$ cat config.mk
export PLATFORM = sky130hd
export DESIGN_NAME = wide_mult_ctrl
export DESIGN_NICKNAME = d
export VERILOG_FILES = /design/src/rtl/wide_mult_pkg.sv /design/src/rtl/multiplier.sv /design/src/rtl/wide_mult_ctrl.sv
export SDC_FILE = /design/constraint.sdc
export NUM_CORES = 1
export LEC_CHECK = 0
export BUFFER_PORTS_ARGS = -buffer_cell sky130_fd_sc_hd__buf_2
export CORE_ASPECT_RATIO = 1.2
export CORE_UTILIZATION = 30
export DETAILED_ROUTE_END_ITERATION = 10
export GPL_TIMING_DRIVEN = 0
export HOLD_SLACK_MARGIN = 0.05
export PLACE_DENSITY = 0.48
export SETUP_SLACK_MARGIN = 0.4
export SLEW_MARGIN = 20
export SYNTH_ARGS = -nofsm -noshare
export SYNTH_HDL_FRONTEND = slang
export SYNTH_HIERARCHICAL = 1
export SYNTH_SLANG_ARGS = --single-unit
$ cat constraint.sdc
create_clock -name clk -period 8.6 [get_ports clk]
set_input_delay 0.43 -clock clk [delete_from_list [all_inputs] [get_ports clk]]
set_output_delay 0.43 -clock clk [all_outputs]
set_load 0.05 [all_outputs]
$ cat src/rtl/wide_mult_pkg.sv
// Shared types and helpers for the time-shared wide multiplier sequencer.
package wide_mult_pkg;

  typedef enum logic [1:0] {IDLE, MUL, DONE} wm_state_t;

  localparam int unsigned NUM_STEPS = 4;

  // Partial-product weight in units of WIDTH: lo*lo=0, hi*lo=1, lo*hi=1, hi*hi=2.
  function automatic logic [1:0] shift_of(input logic [1:0] step);
    return {1'b0, step[0]} + {1'b0, step[1]};
  endfunction

endpackage

$ cat src/rtl/multiplier.sv
// Purely combinational WIDTH x WIDTH unsigned array multiplier.
module multiplier #(
  parameter int unsigned WIDTH = 8
) (
  input  logic [WIDTH-1:0]   x,
  input  logic [WIDTH-1:0]   y,
  output logic [2*WIDTH-1:0] p
);

  localparam int unsigned OW = 2 * WIDTH;

  always_comb begin
    p = OW'(x) * OW'(y);
  end

endmodule

$ cat src/rtl/wide_mult_ctrl.sv
// 2W x 2W unsigned multiply built from four passes through one W x W multiplier,
// with valid/ready handshakes on both the operand and the result side.
module wide_mult_ctrl
  import wide_mult_pkg::*;
#(
  parameter int unsigned WIDTH = 8
) (
  input  logic                 clk,
  input  logic                 rst,
  input  logic                 in_valid,
  output logic                 in_ready,
  input  logic [2*WIDTH-1:0]   a,
  input  logic [2*WIDTH-1:0]   b,
  output logic                 out_valid,
  input  logic                 out_ready,
  output logic [4*WIDTH-1:0]   result,
  output logic                 busy
);

  localparam int unsigned OW = 2 * WIDTH;
  localparam int unsigned RW = 4 * WIDTH;
  localparam logic [1:0]  LAST_STEP = 2'(NUM_STEPS - 1);

  wm_state_t         state_q, state_d;
  logic [1:0]        step_q, step_d;
  logic [RW-1:0]     acc_q, acc_d;
  logic [OW-1:0]     a_q, a_d;
  logic [OW-1:0]     b_q, b_d;
  logic              in_ready_q, in_ready_d;
  logic              out_valid_q, out_valid_d;
  logic              busy_q, busy_d;

  logic [WIDTH-1:0]  mul_x, mul_y;
  logic [OW-1:0]     pp;

  // Multiplier is fed only from the latched operands, never from the ports.
  always_comb begin
    mul_x = step_q[0] ? a_q[OW-1:WIDTH] : a_q[WIDTH-1:0];
    mul_y = step_q[1] ? b_q[OW-1:WIDTH] : b_q[WIDTH-1:0];
  end

  multiplier #(.WIDTH(WIDTH)) u_mult (
    .x (mul_x),
    .y (mul_y),
    .p (pp)
  );

  always_comb begin
    state_d = state_q;
    step_d  = step_q;
    acc_d   = acc_q;
    a_d     = a_q;
    b_d     = b_q;
    case (state_q)
      IDLE: begin
        if (in_valid) begin
          a_d     = a;
          b_d     = b;
          acc_d   = '0;
          step_d  = '0;
          state_d = MUL;
        end
      end
      MUL: begin
        acc_d  = acc_q + (RW'(pp) << (WIDTH * shift_of(step_q)));
        step_d = step_q + 2'd1;
        if (step_q == LAST_STEP) state_d = DONE;
      end
      DONE: begin
        if (out_ready) state_d = IDLE;
      end
      default: state_d = IDLE;
    endcase
    // Handshake outputs are registered copies of the next-state decode.
    in_ready_d  = (state_d == IDLE);
    out_valid_d = (state_d == DONE);
    busy_d      = (state_d != IDLE);
  end

  always_ff @(posedge clk) begin
    if (rst) begin
      state_q     <= IDLE;
      step_q      <= '0;
      acc_q       <= '0;
      a_q         <= '0;
      b_q         <= '0;
      in_ready_q  <= 1'b1;
      out_valid_q <= 1'b0;
      busy_q      <= 1'b0;
    end else begin
      state_q     <= state_d;
      step_q      <= step_d;
      acc_q       <= acc_d;
      a_q         <= a_d;
      b_q         <= b_d;
      in_ready_q  <= in_ready_d;
      out_valid_q <= out_valid_d;
      busy_q      <= busy_d;
    end
  end

  assign in_ready  = in_ready_q;
  assign out_valid = out_valid_q;
  assign busy      = busy_q;
  assign result    = acc_q;

endmodule

==> results.tsv, run 1 <==
metric	value	unit
first_global_vias	5636	
synth.net_count	945	
port_buffers	69	
critical_path_arrival	7.65	ns
synth_seq_cells	71	
netlist.top_cell.by_area	sky130_fd_sc_hd__dfxtp_1	
cp_slowest_stage_delay	0.53	ns
tritoncts_num_sinks	71	
hold_buffers	0	
critical_path_class	reg2reg	
period_share	86.2	%
grt_start_max_net_pins	13	
synthTopCellsByArea	sky130_fd_sc_hd__dfxtp_1 (21%), sky130_fd_sc_hd__ha_1 (13%), sky130_fd_sc_hd__fa_1 (11%)	
dieArea	22800	um^2
postSynth.topFlopCell	sky130_fd_sc_hd__dfxtp_1	
ys.warnings.count	6	
largest_driver_fanout_on_the_critical_path	9	
cts_buffers	9	
ir_drop	0.0944	mV
number_of_antenna_violations_at_the_first_check_in_global_routing	0	
fin_tns_setup	0	ns
number_of_stages_on_the_worst_hold_path	3	
max-clock-path-buffers	2	
hold_violations	0	
gp_routability_congestion	0.886	
p_per_area	116	nW/um^2
synth-async-reset-ratio	0	%
worst-slew-pin-transition	0.778	ns
die-width	138	um
power_switching	265	uW
final_core_util	35.2	%
coreArea	21700	um^2
postSynthCellCount	803	
min_from	a[12]	
netlist_top_cells_count	sky130_fd_sc_hd__nand2_1 (115), sky130_fd_sc_hd__dfxtp_1 (71), sky130_fd_sc_hd__ha_1 (69), sky130_fd_sc_hd__a21oi_1 (68), sky130_fd_sc_hd__and2_1 (57)	
fillerInstances	2374	
seq_power_share	39.3	%
internal	618	uW
remaining_drc_errors	0	
clk_transition_reported_paths	0.06	ns
reg2reg_from	step_q[1]	
totalPowerFinal	883	uW
relSlewSlack	48.1	%
cp-start-kind	register	
top_level_ports	71	
layout-area-overhead-vs-synth	14.7	%
core.rowCount	59	
worst_r2r_path_depth	28	
ys_types	65	
ff2ff_setup_slack	1.18	ns
netlist_area	6670	um^2
status	complete, no violations	
chipHeight	165	um
synth_top_area_share	21.3	%
synth_edf_count	0	
critPathRequiredTime	8.84	ns
via_count_normalized_by_instance_count	4.88	
report.final.slew_viol_count	0	
grt_first_pass_wirelength	29100	um
setup_violations	0	
max_freq	135	MHz
hold_class	in2reg	
root_buffer	sky130_fd_sc_hd__clkbuf_16	
dr_total_vias	5666	
drtAntennaViolNets	0	
combPwrFrac	17.5	%
power_frac_clock	43.2	%
final.setup_skew	0.00977	ns
cts_tree	done	
cts.repair.resized	0	
wire_per_inst	15.4	um
critPathCaptureType	register	
detailedRoute.firstIterationViolations	224	
n_antenna_cell	0	
initial_core_util	30.7	%
synth_sequential_area_ratio	21.3	%
hold_path_end	a_q[12]	
drtPass1Iterations	4	
timing.rr.end	result[30]	
worst_path_max_delay_cell	sky130_fd_sc_hd__fa_1	
routed_wl	17900	um
swShare	30.0	%
grtUsageTotal	16.2	%
cts-htree-levels	3	
layout.nets	1025	
postSynthAreaPerCell	8.30	um^2
globalRouteOverflowTotal	0	
hpwl	14500	um
clk_latency	0.35	ns
maxCapViolCount	0	
rsz0062_at_grt	no	
final_layout_size_suffix_gt1_share	14.3	%
synth.most_common_cell	sky130_fd_sc_hd__nand2_1	
reported_leakage_power	3.76	nW
layout_min_cycle_time	7.42	ns
cts_setup_buffers	0	
==> critical path: cells and delay by family (launching register included) <==
kind	cells	cell delay, ns
flip-flops	1	0.33
AO/OA/AOI/OAI	8	1.78
adder cells (fa/ha/maj)	6	2.72
XOR/XNOR	2	0.27
multiplexers	2	0.65
buffers and inverters	5	0.70
AND/OR/NAND/NOR	5	0.83
==> area by class of cell <==
cell class                      instances  area [um^2]  share of cell area (%)
Clock inverter                          6         61.3                   0.802
Multi-Input combinational cell        641         4890                    64.0
Clock buffer                           10          229                    3.00
Timing Repair Buffer                   69          345                    4.52
Inverter                               56          210                    2.75
Buffer                                 35          141                    1.85
Sequential cell                        71         1420                    18.6
Tap cell                              274          343                    4.49
==> worst max-delay path by stage <==
stage	cells after the start	end	from	slack (ns)
final	28	result[30]	step_q[1]	1.18
after CTS	28	result[30]	step_q[1]	1.16
after detailed placement	28	result[30]	step_q[1]	1.16
after global routing	29	result[28]	step_q[1]	0.71
after global placement	28	result[30]	step_q[1]	1.19
after floorplan	28	result[29]	step_q[0]	2.06
==> power by group through the flow <==
stage                     Sequential [mW]  Clock [mW]  Combinational, mW
final                               0.347       0.381              0.154
after global placement              0.355           0              0.156
after CTS                           0.348       0.392              0.157
after detailed placement            0.355           0              0.156
after floorplan                     0.362           0              0.100
after global routing                0.349       0.406              0.174
==> placed cells by master, fill, tap and decap left out, types with 14 or more instances in the layout <==
cell type	n
sky130_fd_sc_hd__nand2_1	115
sky130_fd_sc_hd__o21ai_0	14
sky130_fd_sc_hd__a21o_1	14
sky130_fd_sc_hd__dfxtp_1	71
sky130_fd_sc_hd__inv_1	56
sky130_fd_sc_hd__a22o_1	23
sky130_fd_sc_hd__buf_2	77
sky130_fd_sc_hd__mux2_2	16
sky130_fd_sc_hd__a21oi_1	68
sky130_fd_sc_hd__nor2_1	52
sky130_fd_sc_hd__clkbuf_1	25
sky130_fd_sc_hd__fa_1	37
sky130_fd_sc_hd__a22oi_1	15
sky130_fd_sc_hd__and2_1	57
sky130_fd_sc_hd__xnor2_1	21
sky130_fd_sc_hd__nor2b_1	14
sky130_fd_sc_hd__ha_1	69
sky130_fd_sc_hd__xor2_1	19
==> metal layers <==
metal | part of all wire (%) | global-route usage [%] | wire length, um
met1 | 47 | 20.1 | 8390
met2 | 49 | 28.8 | 8790
met3 | 2.1 | 1.93 | 380
met4 | 2.0 | 5.99 | 365
met5 | 0 | 0 | 0
==> logic make-up after synthesis <==
| family | share of synthesized area (%) |
|---|---|
| buffers and inverters | 5.28 |
| DFF | 21.3 |
| AOI/OAI and AO/OA | 20.5 |
| adders and majority gates | 24.1 |
| and+or+nand+nor | 19.5 |
| muxes | 4.05 |
| xor gates and xnor gates | 5.26 |
==> through the flow <==
step,hold slack (ns),cells,setup slack (ns),area (um^2)
2_1_floorplan,0.433,803,2.06,6670
6_report,0.316,1162,1.18,7640
3_3_place_gp,0.438,1146,1.19,7350
3_5_place_dp,0.446,1146,1.16,7350
4_1_cts,0.305,1162,1.16,7640
5_1_grt,0.317,1162,0.712,7640
==> sequential cells by signal, indices dropped and copies added (netlist names) <==
| register | cells |
|---|---|
| result | 32 |
| busy | 1 |
| step_q | 2 |
| a_q | 16 |
| out_valid | 1 |
| in_ready | 1 |
| state_q | 2 |
| b_q | 16 |
Note: power is estimated with default switching activity, not from simulation.
==> inputs of run 2 (changes only) <==
--- a/config.mk
+++ b/config.mk
@@ -16,5 +16,4 @@
 export SLEW_MARGIN = 20
 export SYNTH_ARGS = -nofsm -noshare
 export SYNTH_HDL_FRONTEND = slang
-export SYNTH_HIERARCHICAL = 1
 export SYNTH_SLANG_ARGS = --single-unit
==> run 2 against run 1 <==
Against the previous run:
- critical path depth rose by 1
- total power grew 3.3%
- die area fell by 2.4%
- sequential share of layout area is 0.22 points lower
- synthesized cell count fell by 0.62%
- via count grew 1.2%
- clock-buffer cell count decreased by 1
- wire length down 1.6%
==> results.tsv, run 2 <==
metric	value	unit
totalPowerFinal	912	uW
dieArea	22300	um^2
reported_leakage_power	3.61	nW
wire_per_inst	15.2	um
ys.warnings.count	0	
routed_wl	17600	um
die-width	136	um
tritoncts_num_sinks	71	
report.final.slew_viol_count	0	
number_of_antenna_violations_at_the_first_check_in_global_routing	0	
first_global_vias	5687	
cts_buffers	9	
postSynthAreaPerCell	8.15	um^2
clk_latency	0.35	ns
final.setup_skew	0.0115	ns
postSynth.topFlopCell	sky130_fd_sc_hd__dfxtp_1	
setup_violations	0	
period_share	90.2	%
relSlewSlack	31.0	%
initial_core_util	30.8	%
detailedRoute.firstIterationViolations	261	
cts_tree	done	
postSynthCellCount	798	
synth_seq_cells	71	
timing.critical_path.mode_cell	sky130_fd_sc_hd__fa_1	
final_common_cell	sky130_fd_sc_hd__nor2_1	
fin_tns_setup	0	ns
status	complete, no violations	
cts-htree-levels	3	
layout.nets	1028	
max-clock-path-buffers	2	
gp_routability_congestion	0.833	
coreArea	21100	um^2
layout-area-overhead-vs-synth	18.9	%
critical_path_class	reg2reg	
synth_sequential_area_ratio	21.9	%
ir_drop	0.0880	mV
max_freq	129	MHz
grt_start_max_net_pins	14	
n_antenna_cell	0	
critical_path_arrival	8.00	ns
global_route.usage.met2	27.3	%
largest_register_ff_count	32	
worst-slew-pin-transition	1.01	ns
via_count_normalized_by_instance_count	4.93	
top_level_ports	71	
grtUsageTotal	16.7	%
critPathCaptureType	register	
root_buffer	sky130_fd_sc_hd__clkbuf_16	
hold_violations	0	
rsz0062_at_grt	no	
synth.most_common_cell	sky130_fd_sc_hd__nor2_1	
layout_common_cells	sky130_fd_sc_hd__nor2_1 (105), sky130_fd_sc_hd__nand2_1 (87), sky130_fd_sc_hd__a21oi_1 (76)	
dr_total_vias	5734	
p_per_area	118	nW/um^2
worst_path_max_delay_cell	sky130_fd_sc_hd__fa_1	
netlist.top_cell.by_area	sky130_fd_sc_hd__dfxtp_1	
port_buffers	70	
chipHeight	163	um
final_layout_size_suffix_gt1_share	16.0	%
layout_min_cycle_time	7.76	ns
maxCapViolCount	0	
synth_top_area_share	21.9	%
grtUsageMet1	22.6	%
clk_transition_reported_paths	0.07	ns
netlist_top_cells_count	sky130_fd_sc_hd__nor2_1 (105), sky130_fd_sc_hd__nand2_1 (87), sky130_fd_sc_hd__a21oi_1 (76), sky130_fd_sc_hd__dfxtp_1 (71), sky130_fd_sc_hd__ha_1 (68)	
synth_edf_count	0	
synth.net_count	939	
drtAntennaViolNets	0	
grt-busiest-layer	met2	
groute.layer.met3.usage	2.73	%
fillerInstances	2210	
synth-async-reset-ratio	0	%
hpwl	13900	um
grt_first_pass_wirelength	29100	um
cp-start-kind	register	
cp_slowest_stage_delay	0.55	ns
largest_driver_fanout_on_the_critical_path	9	
synthTopCellsByArea	sky130_fd_sc_hd__dfxtp_1 (22%), sky130_fd_sc_hd__ha_1 (13%), sky130_fd_sc_hd__fa_1 (11%)	
netlist_area	6500	um^2
remaining_drc_errors	0	
hold_class	in2reg	
drtPass1Iterations	4	
ys_types	61	
globalRouteOverflowTotal	0	
critPathRequiredTime	8.84	ns
core.rowCount	58	
-- run 2: worst max-delay path, delay by kind of cell, from the launching register on --
family | cells | cell delay (ns)
mux | 1 | 0.41
simple gates | 10 | 2.17
flops | 1 | 0.33
compound gates | 7 | 1.15
buf+inv | 3 | 0.42
fa+ha+maj | 6 | 2.81
xor+xnor | 2 | 0.32
-- run 2: path summary, 6_finish.rpt --
| check | start | end | slack, ns | cells after the start |
|---|---|---|---|---|
| setup / recovery | step_q[1] | result[26] | 0.84 | 29 |
| hold / removal | a[10] | a_q[10] | 0.32 | 3 |
| setup reg to reg | step_q[1] | result[26] | 0.84 | 29 |
| hold reg to reg | b_q[8] | b_q[8] | 0.46 | 2 |
-- run 2: metal layers --
metal	vias up	wire [um]
met4	0	189
met2	82	8470
met3	12	536
met5	-	0
met1	2705	8440
li1	2935	-
-- run 2: logic make-up (layout without fill, tap and decap cells) --
group	after synthesis	after routing	share of synthesized area (%)
simple gates	283	283	20.2
compound gates	194	194	20.3
fa+ha+maj	105	105	24.5
buf+inv	87	181	5.02
flops	71	71	21.9
xor+xnor	36	36	4.85
mux	22	22	3.39
-- run 2: where the power goes --
part           internal [mW]  switching [mW]  total (mW)
registers              0.341          0.0105       0.352
logic                 0.0622           0.111       0.173
clock network          0.225           0.163       0.388
total                  0.628           0.284       0.912
-- run 2: repair_timing --
item                       4_1_cts  5_1_grt
pin swaps                        0        0
setup buffers                    0        8
setup endpoints to repair       10       10
resized for setup               10       27
hold buffers                     0        0
-- run 2: area by class of cell --
type | instances | area, um^2 | area share [%]
multi-input cells | 640 | 4930 | 63.7
flip-flops and latches | 71 | 1420 | 18.4
repair buffers | 78 | 410 | 5.31
well taps | 270 | 338 | 4.37
clock buffers | 9 | 225 | 2.91
inverters | 59 | 221 | 2.86
plain buffers | 28 | 116 | 1.50
clock inverters | 7 | 73.8 | 0.955
-- run 2: metrics by stage --
step	utilization (%)	instance area, um^2	setup WS (ns)	instances	hold WS (ns)
CTS	35.6	7520	0.513	1154	0.307
detailed placement	34.1	7190	0.0495	1138	0.446
floorplan	-	6500	1.21	798	0.436
finish	36.6	7730	0.845	1162	0.317
global route	36.6	7730	0.386	1162	0.317
global placement	34.1	7190	0.0728	1138	0.441
